**config.mk**
```make
export PLATFORM = sky130hd
export DESIGN_NAME = chunked_addsub
export DESIGN_NICKNAME = d
export VERILOG_FILES = /design/src/rtl/chunked_addsub.sv
export SDC_FILE = /design/constraint.sdc
export NUM_CORES = 1
export LEC_CHECK = 0
export CAP_MARGIN = 20
export CORE_AREA = 8 8 62 64
export DETAILED_ROUTE_END_ITERATION = 10
export DIE_AREA = 0 0 70 72
export DONT_BUFFER_PORTS = 1
export GPL_TIMING_DRIVEN = 0
export PLACE_DENSITY = 0.74
export SYNTH_ARGS = -nofsm -noshare
export SYNTH_HDL_FRONTEND = slang
export SYNTH_SLANG_ARGS = --single-unit
```
**constraint.sdc**
```tcl
create_clock -name clk -period 2.25 [get_ports clk]
set_input_delay 0.3375 -clock clk [delete_from_list [all_inputs] [get_ports clk]]
set_output_delay 0.3375 -clock clk [all_outputs]
set_load 0.01 [all_outputs]
```
**src/rtl/chunked_addsub.sv**
```systemverilog
// chunked_addsub: multi-cycle adder/subtractor that processes CHUNK bits per clock.
// It starts with the least significant chunk, and the carry between chunks is registered.
//
// Parameters:
//   WIDTH  operand/result width in bits
//   CHUNK  bits summed per cycle; WIDTH must be a multiple of CHUNK
//
// Ports:
//   clk    rising-edge clock
//   rst_n  asynchronous active-low reset
//   start  request; accepted in IDLE or DONE
//   sub    0 = a+b, 1 = a-b (sampled with start)
//   a, b   operands (sampled with start)
//   busy   high while chunks are being processed (RUN)
//   done   one-cycle pulse when s/cout/ovf are updated
//   s      registered result, held until the next completion
//   cout   carry out; for subtraction 1 = no borrow (a >= b unsigned)
//   ovf    signed two's-complement overflow
//
// Optional build macro SATURATE_EN: clamps s to the signed max/min on overflow.
// With the macro defined, cout and ovf still describe the unclamped result.
module chunked_addsub #(
    parameter int WIDTH = 8,
    parameter int CHUNK = 2
) (
    input  logic             clk,
    input  logic             rst_n,
    input  logic             start,
    input  logic             sub,
    input  logic [WIDTH-1:0] a,
    input  logic [WIDTH-1:0] b,
    output logic             busy,
    output logic             done,
    output logic [WIDTH-1:0] s,
    output logic             cout,
    output logic             ovf
);

    localparam int NCHUNK = WIDTH / CHUNK;
    localparam int CW     = (NCHUNK > 1) ? $clog2(NCHUNK) : 1;

    localparam logic [1:0] S_IDLE = 2'd0;
    localparam logic [1:0] S_RUN  = 2'd1;
    localparam logic [1:0] S_DONE = 2'd2;

    logic [1:0]       state_q;
    logic [WIDTH-1:0] a_sh_q, b_sh_q, acc_q;
    logic             carry_q;
    logic [CW-1:0]    cnt_q;
    logic             a_msb_q, b_msb_q;
    logic [WIDTH-1:0] s_q;
    logic             cout_q, ovf_q;

    logic [CHUNK:0]   sum;
    logic [WIDTH-1:0] r_ext;
    logic [WIDTH-1:0] acc_next;
    logic             last;
    logic             ovf_next;
    logic [WIDTH-1:0] s_next;

    always_comb begin
        sum      = {1'b0, a_sh_q[CHUNK-1:0]} + {1'b0, b_sh_q[CHUNK-1:0]}
                 + {{CHUNK{1'b0}}, carry_q};
        r_ext    = WIDTH'(sum[CHUNK-1:0]);
        // The new chunk enters the accumulator at its top bits. After NCHUNK shifts,
        // the first chunk is in the LSBs.
        acc_next = (acc_q >> CHUNK) | (r_ext << (WIDTH - CHUNK));
        last     = (cnt_q == CW'(NCHUNK - 1));
        // Overflow: the operands have equal signs and the result sign differs.
        ovf_next = (a_msb_q == b_msb_q) && (acc_next[WIDTH-1] != a_msb_q);
`ifdef SATURATE_EN
        if (ovf_next) begin
            s_next = a_msb_q ? {1'b1, {(WIDTH-1){1'b0}}} : {1'b0, {(WIDTH-1){1'b1}}};
        end else begin
            s_next = acc_next;
        end
`else
        s_next   = acc_next;
`endif
    end

    always_ff @(posedge clk or negedge rst_n) begin
        if (!rst_n) begin
            state_q <= S_IDLE;
            a_sh_q  <= '0;
            b_sh_q  <= '0;
            acc_q   <= '0;
            carry_q <= 1'b0;
            cnt_q   <= '0;
            a_msb_q <= 1'b0;
            b_msb_q <= 1'b0;
            s_q     <= '0;
            cout_q  <= 1'b0;
            ovf_q   <= 1'b0;
        end else begin
            case (state_q)
                S_IDLE, S_DONE: begin
                    if (start) begin
                        // Subtraction is a + ~b + 1; the +1 is the initial carry.
                        a_sh_q  <= a;
                        b_sh_q  <= sub ? ~b : b;
                        acc_q   <= '0;
                        carry_q <= sub;
                        cnt_q   <= '0;
                        a_msb_q <= a[WIDTH-1];
                        b_msb_q <= sub ? ~b[WIDTH-1] : b[WIDTH-1];
                        state_q <= S_RUN;
                    end else begin
                        state_q <= S_IDLE;
                    end
                end
                S_RUN: begin
                    a_sh_q  <= a_sh_q >> CHUNK;
                    b_sh_q  <= b_sh_q >> CHUNK;
                    acc_q   <= acc_next;
                    carry_q <= sum[CHUNK];
                    cnt_q   <= cnt_q + CW'(1);
                    if (last) begin
                        s_q     <= s_next;
                        cout_q  <= sum[CHUNK];
                        ovf_q   <= ovf_next;
                        state_q <= S_DONE;
                    end
                end
                default: state_q <= S_IDLE;
            endcase
        end
    end

    assign busy = (state_q == S_RUN);
    assign done = (state_q == S_DONE);
    assign s    = s_q;
    assign cout = cout_q;
    assign ovf  = ovf_q;

endmodule
```
==> impl_metrics.json <==
{
  "result_of_the_run": "completed",
  "cts_clk_pin_slew_worst_paths_ns": 0.10,
  "post_synth.cell_area_avg_um2": 12.09,
  "final_period_minus_worst_setup_slack_ns": 1.799,
  "synth_flop_cell": "sky130_fd_sc_hd__dfrtp_1",
  "worst_ir_drop_vdd_mv": 0.8921,
  "grt_first_pass_wirelength_um": 5361,
  "netlist.top_cell.by_area": "sky130_fd_sc_hd__dfrtp_1",
  "number_of_antenna_violations_at_the_first_check_in_global_routing": 0,
  "cts.sink_count": 39,
  "ys_seq_elements": 39,
  "i_o_pin_count": 32,
  "fp.coreArea_um2": 2903,
  "yosys-top-cells-count": "39 x sky130_fd_sc_hd__dfrtp_1, 14 x sky130_fd_sc_hd__nand2_1, 9 x sky130_fd_sc_hd__a22o_1",
  "setup_viol": 0,
  "post_drt_wl_per_cell_um": 17.76,
  "critical_path.endpoint_type": "register",
  "final_clock_skew_ns": 0.006613,
  "max_freq_mhz": 555.9,
  "vias_in_the_first_global_route": 1106,
  "setup.worst_path.start_class": "register",
  "tritoncts": "built",
  "area_growth_syn_to_layout_pct": 6.752,
  "drt-initial-drc-count": 44,
  "placedCellCount": 171,
  "worst_slew_margin_rel_pct": 69.69,
  "timing_max_transition_violations_final": 0,
  "detailed_place.area_um2": 1709,
  "worstHoldStart": "a[7]",
  "routed_wl_um": 3179,
  "n_antenna_cell": 0,
  "postLayoutSetupSlackWorst_ns": 0.4510,
  "hold_path.class": "in -> reg",
  "numPortBuffers": 0,
  "rr_startpoint": "a_sh_q[0]$_DFFE_PN0P_",
  "synth_edf_count": 0,
  "die_height_um": 72,
  "finish.utilization_pct": 61.34,
  "post-synth-top-count-cell": "sky130_fd_sc_hd__dfrtp_1",
  "drt_pre_antenna_iters": 4,
  "register_area_um2": 975.9,
  "root_buffer": "sky130_fd_sc_hd__clkbuf_4",
  "final_cell_count_no_fill": 179,
  "die_area_um2": 5040,
  "whs_ns": 0.1092,
  "timing.critical_path.arrival_ns": 2.06,
  "critical_path_required_ns": 2.52,
  "htreeDepth": 2,
  "syn_nets": 161,
  "fin_tns_setup_ns": 0,
  "synth_top_cells_by_area": "sky130_fd_sc_hd__dfrtp_1 59%, sky130_fd_sc_hd__mux2_1 5.4%, sky130_fd_sc_hd__a221o_1 4.8%",
  "route.detailed.vias_per_inst": 5.989,
  "die-width_um": 70,
  "start_util_pct": 57.46,
  "power.density_cell_area_nw_per_um2": 1432,
  "critical_path.startpoint": "a_sh_q[0]$_DFFE_PN0P_",
  "numCtsBuffers": 5,
  "preCtsSetupSlack_ns": 0.4755,
  "area_used_by_multi_input_combinational_logic_um2": 623.1,
  "clock_tree.buffer_depth": 2,
  "insertion_delay_ns": 0.34,
  "number_of_different_library_cells_in_the_post_synthesis_netlist": 27,
  "final_non_filler_cell_area_um2": 1780,
  "floorplan.rows": 20,
  "design.final.nets": 170,
  "yosys_warnings": 0,
  "setup_repair_after_global_routing_missed_its_margin": "false",
  "syn_inst": 138,
  "num-fill-cells": 241,
  "timing_worst_slew_pin_value_ns": 0.4546,
  "seq_area_frac_synth_pct": 58.51,
  "detailroute.via_count": 1072,
  "synth-async-reset-ratio_pct": 100.0,
  "power_after_layout_mw": 2.549,
  "maxCapViolCount": 0,
  "layout-drive-gt1-share_pct": 11.64,
  "p_leak_nw": 0.8556,
  "grt_max_degree": 40,
  "final_gp_congestion": 0.7454,
  "timing.final.crit_share_pct": 79.96,
  "worstSetupPathType": "reg -> reg",
  "final_antenna_net_count": 0,
  "cp_max_fo": 4,
  "syn_area_um2": 1668,
  "timing.final.hold_violations": 0,
  "grt_usage_pct": 13.45,
  "detailed_place_hpwl_um": 2289,
  "globalRoute.totalOverflow": 0,
  "drc_errors": 0,
  "synth.top_cell.area_share_pct": 58.51
}
[worst max-delay path, stage by stage (launching register included)]
cell and delay (ns):
sky130_fd_sc_hd__dfrtp_1 0.34, sky130_fd_sc_hd__inv_1 0.06, sky130_fd_sc_hd__fa_1 0.41, sky130_fd_sc_hd__inv_1 0.07
sky130_fd_sc_hd__fa_1 0.45, sky130_fd_sc_hd__and3b_1 0.23, sky130_fd_sc_hd__a21oi_1 0.04, sky130_fd_sc_hd__o21ai_1 0.12
[logic make-up (layout without fill, tap and decap cells)]
| family | Yosys count | after routing | share of synthesized area, % |
|---|---|---|---|
| buf+inv | 15 | 23 | 4.126 |
| simple gates | 37 | 37 | 10.80 |
| xor+xnor | 8 | 8 | 4.201 |
| flops | 39 | 39 | 58.51 |
| mux | 8 | 8 | 5.402 |
| compound gates | 28 | 28 | 13.80 |
| fa+ha+maj | 3 | 3 | 3.151 |
[state kept, by name, indices dropped and copies added (netlist names)]
register	count
acc_q	6
carry_q	1
b_sh_q	8
b_msb_q	1
state_q	2
a_sh_q	8
cnt_q	2
cout	1
ovf	1
s	8
a_msb_q	1
[layout make-up]
class	instances	share of cell area, %
Sequential cell	39	54.81
Multi-Input combinational cell	84	35.00
Buffer	9	2.600
Clock buffer	6	2.319
Tap cell	33	2.319
Timing Repair Buffer	2	1.687
Inverter	6	1.265
[power by group]
part           internal, mW  switching (mW)  leakage [nW]
Clock                 0.111           0.202        0.0242
Combinational         0.455           0.524         0.338
Sequential             1.01           0.243         0.494
[worst paths after layout]
path	cells after the start	end	slack, ns
worst max-delay path	7	ovf$_DFFE_PN0P_	0.45
worst max register to register	7	ovf$_DFFE_PN0P_	0.45
worst min register to register	1	cnt_q[0]$_DFFE_PN0P_	0.50
min in group asynchronous	2	carry_q$_DFFE_PN0P_	0.45
max in group asynchronous	2	b_sh_q[2]$_DFFE_PN0P_	1.62
worst min-delay path	2	a_msb_q$_DFFE_PN0P_	0.11
[layout by cell type, fill, tap and decap left out, drive strengths merged]
master,Yosys,routed
dfrtp,39,39
nand2,14,14
a22o,9,9
buf,8,9
a221o,8,8
mux2,8,8
nor2,8,8
nand3,7,7
clkbuf,1,7
xnor2,6,6
inv,6,6
a22oi,5,5
o21ai,4,4
nand2b,2,2
xor2,2,2
nor3,2,2
fa,2,2
nor2b,1,1
and2b,1,1
o2bb2ai,1,1
nand3b,1,1
and3b,1,1
a21oi,1,1
ha,1,1
dlygate4sd3,0,1
[what timing repair did]
action                    in CTS  in global routing
resized for setup              0                  0
hold endpoints to repair      39                  0
buffers inserted               0                  0
hold buffers                   2                  0
[per-layer routing]
metal	share of wire [%]	up-vias	track usage [%]
met1	44	537	16.22
met2	48	26	20.30
li1	-	501	-
met4	1.8	0	5.357
met3	6.8	8	6.412
met5	0	-	0
No activity file was read; power rests on OpenSTA's default activity.
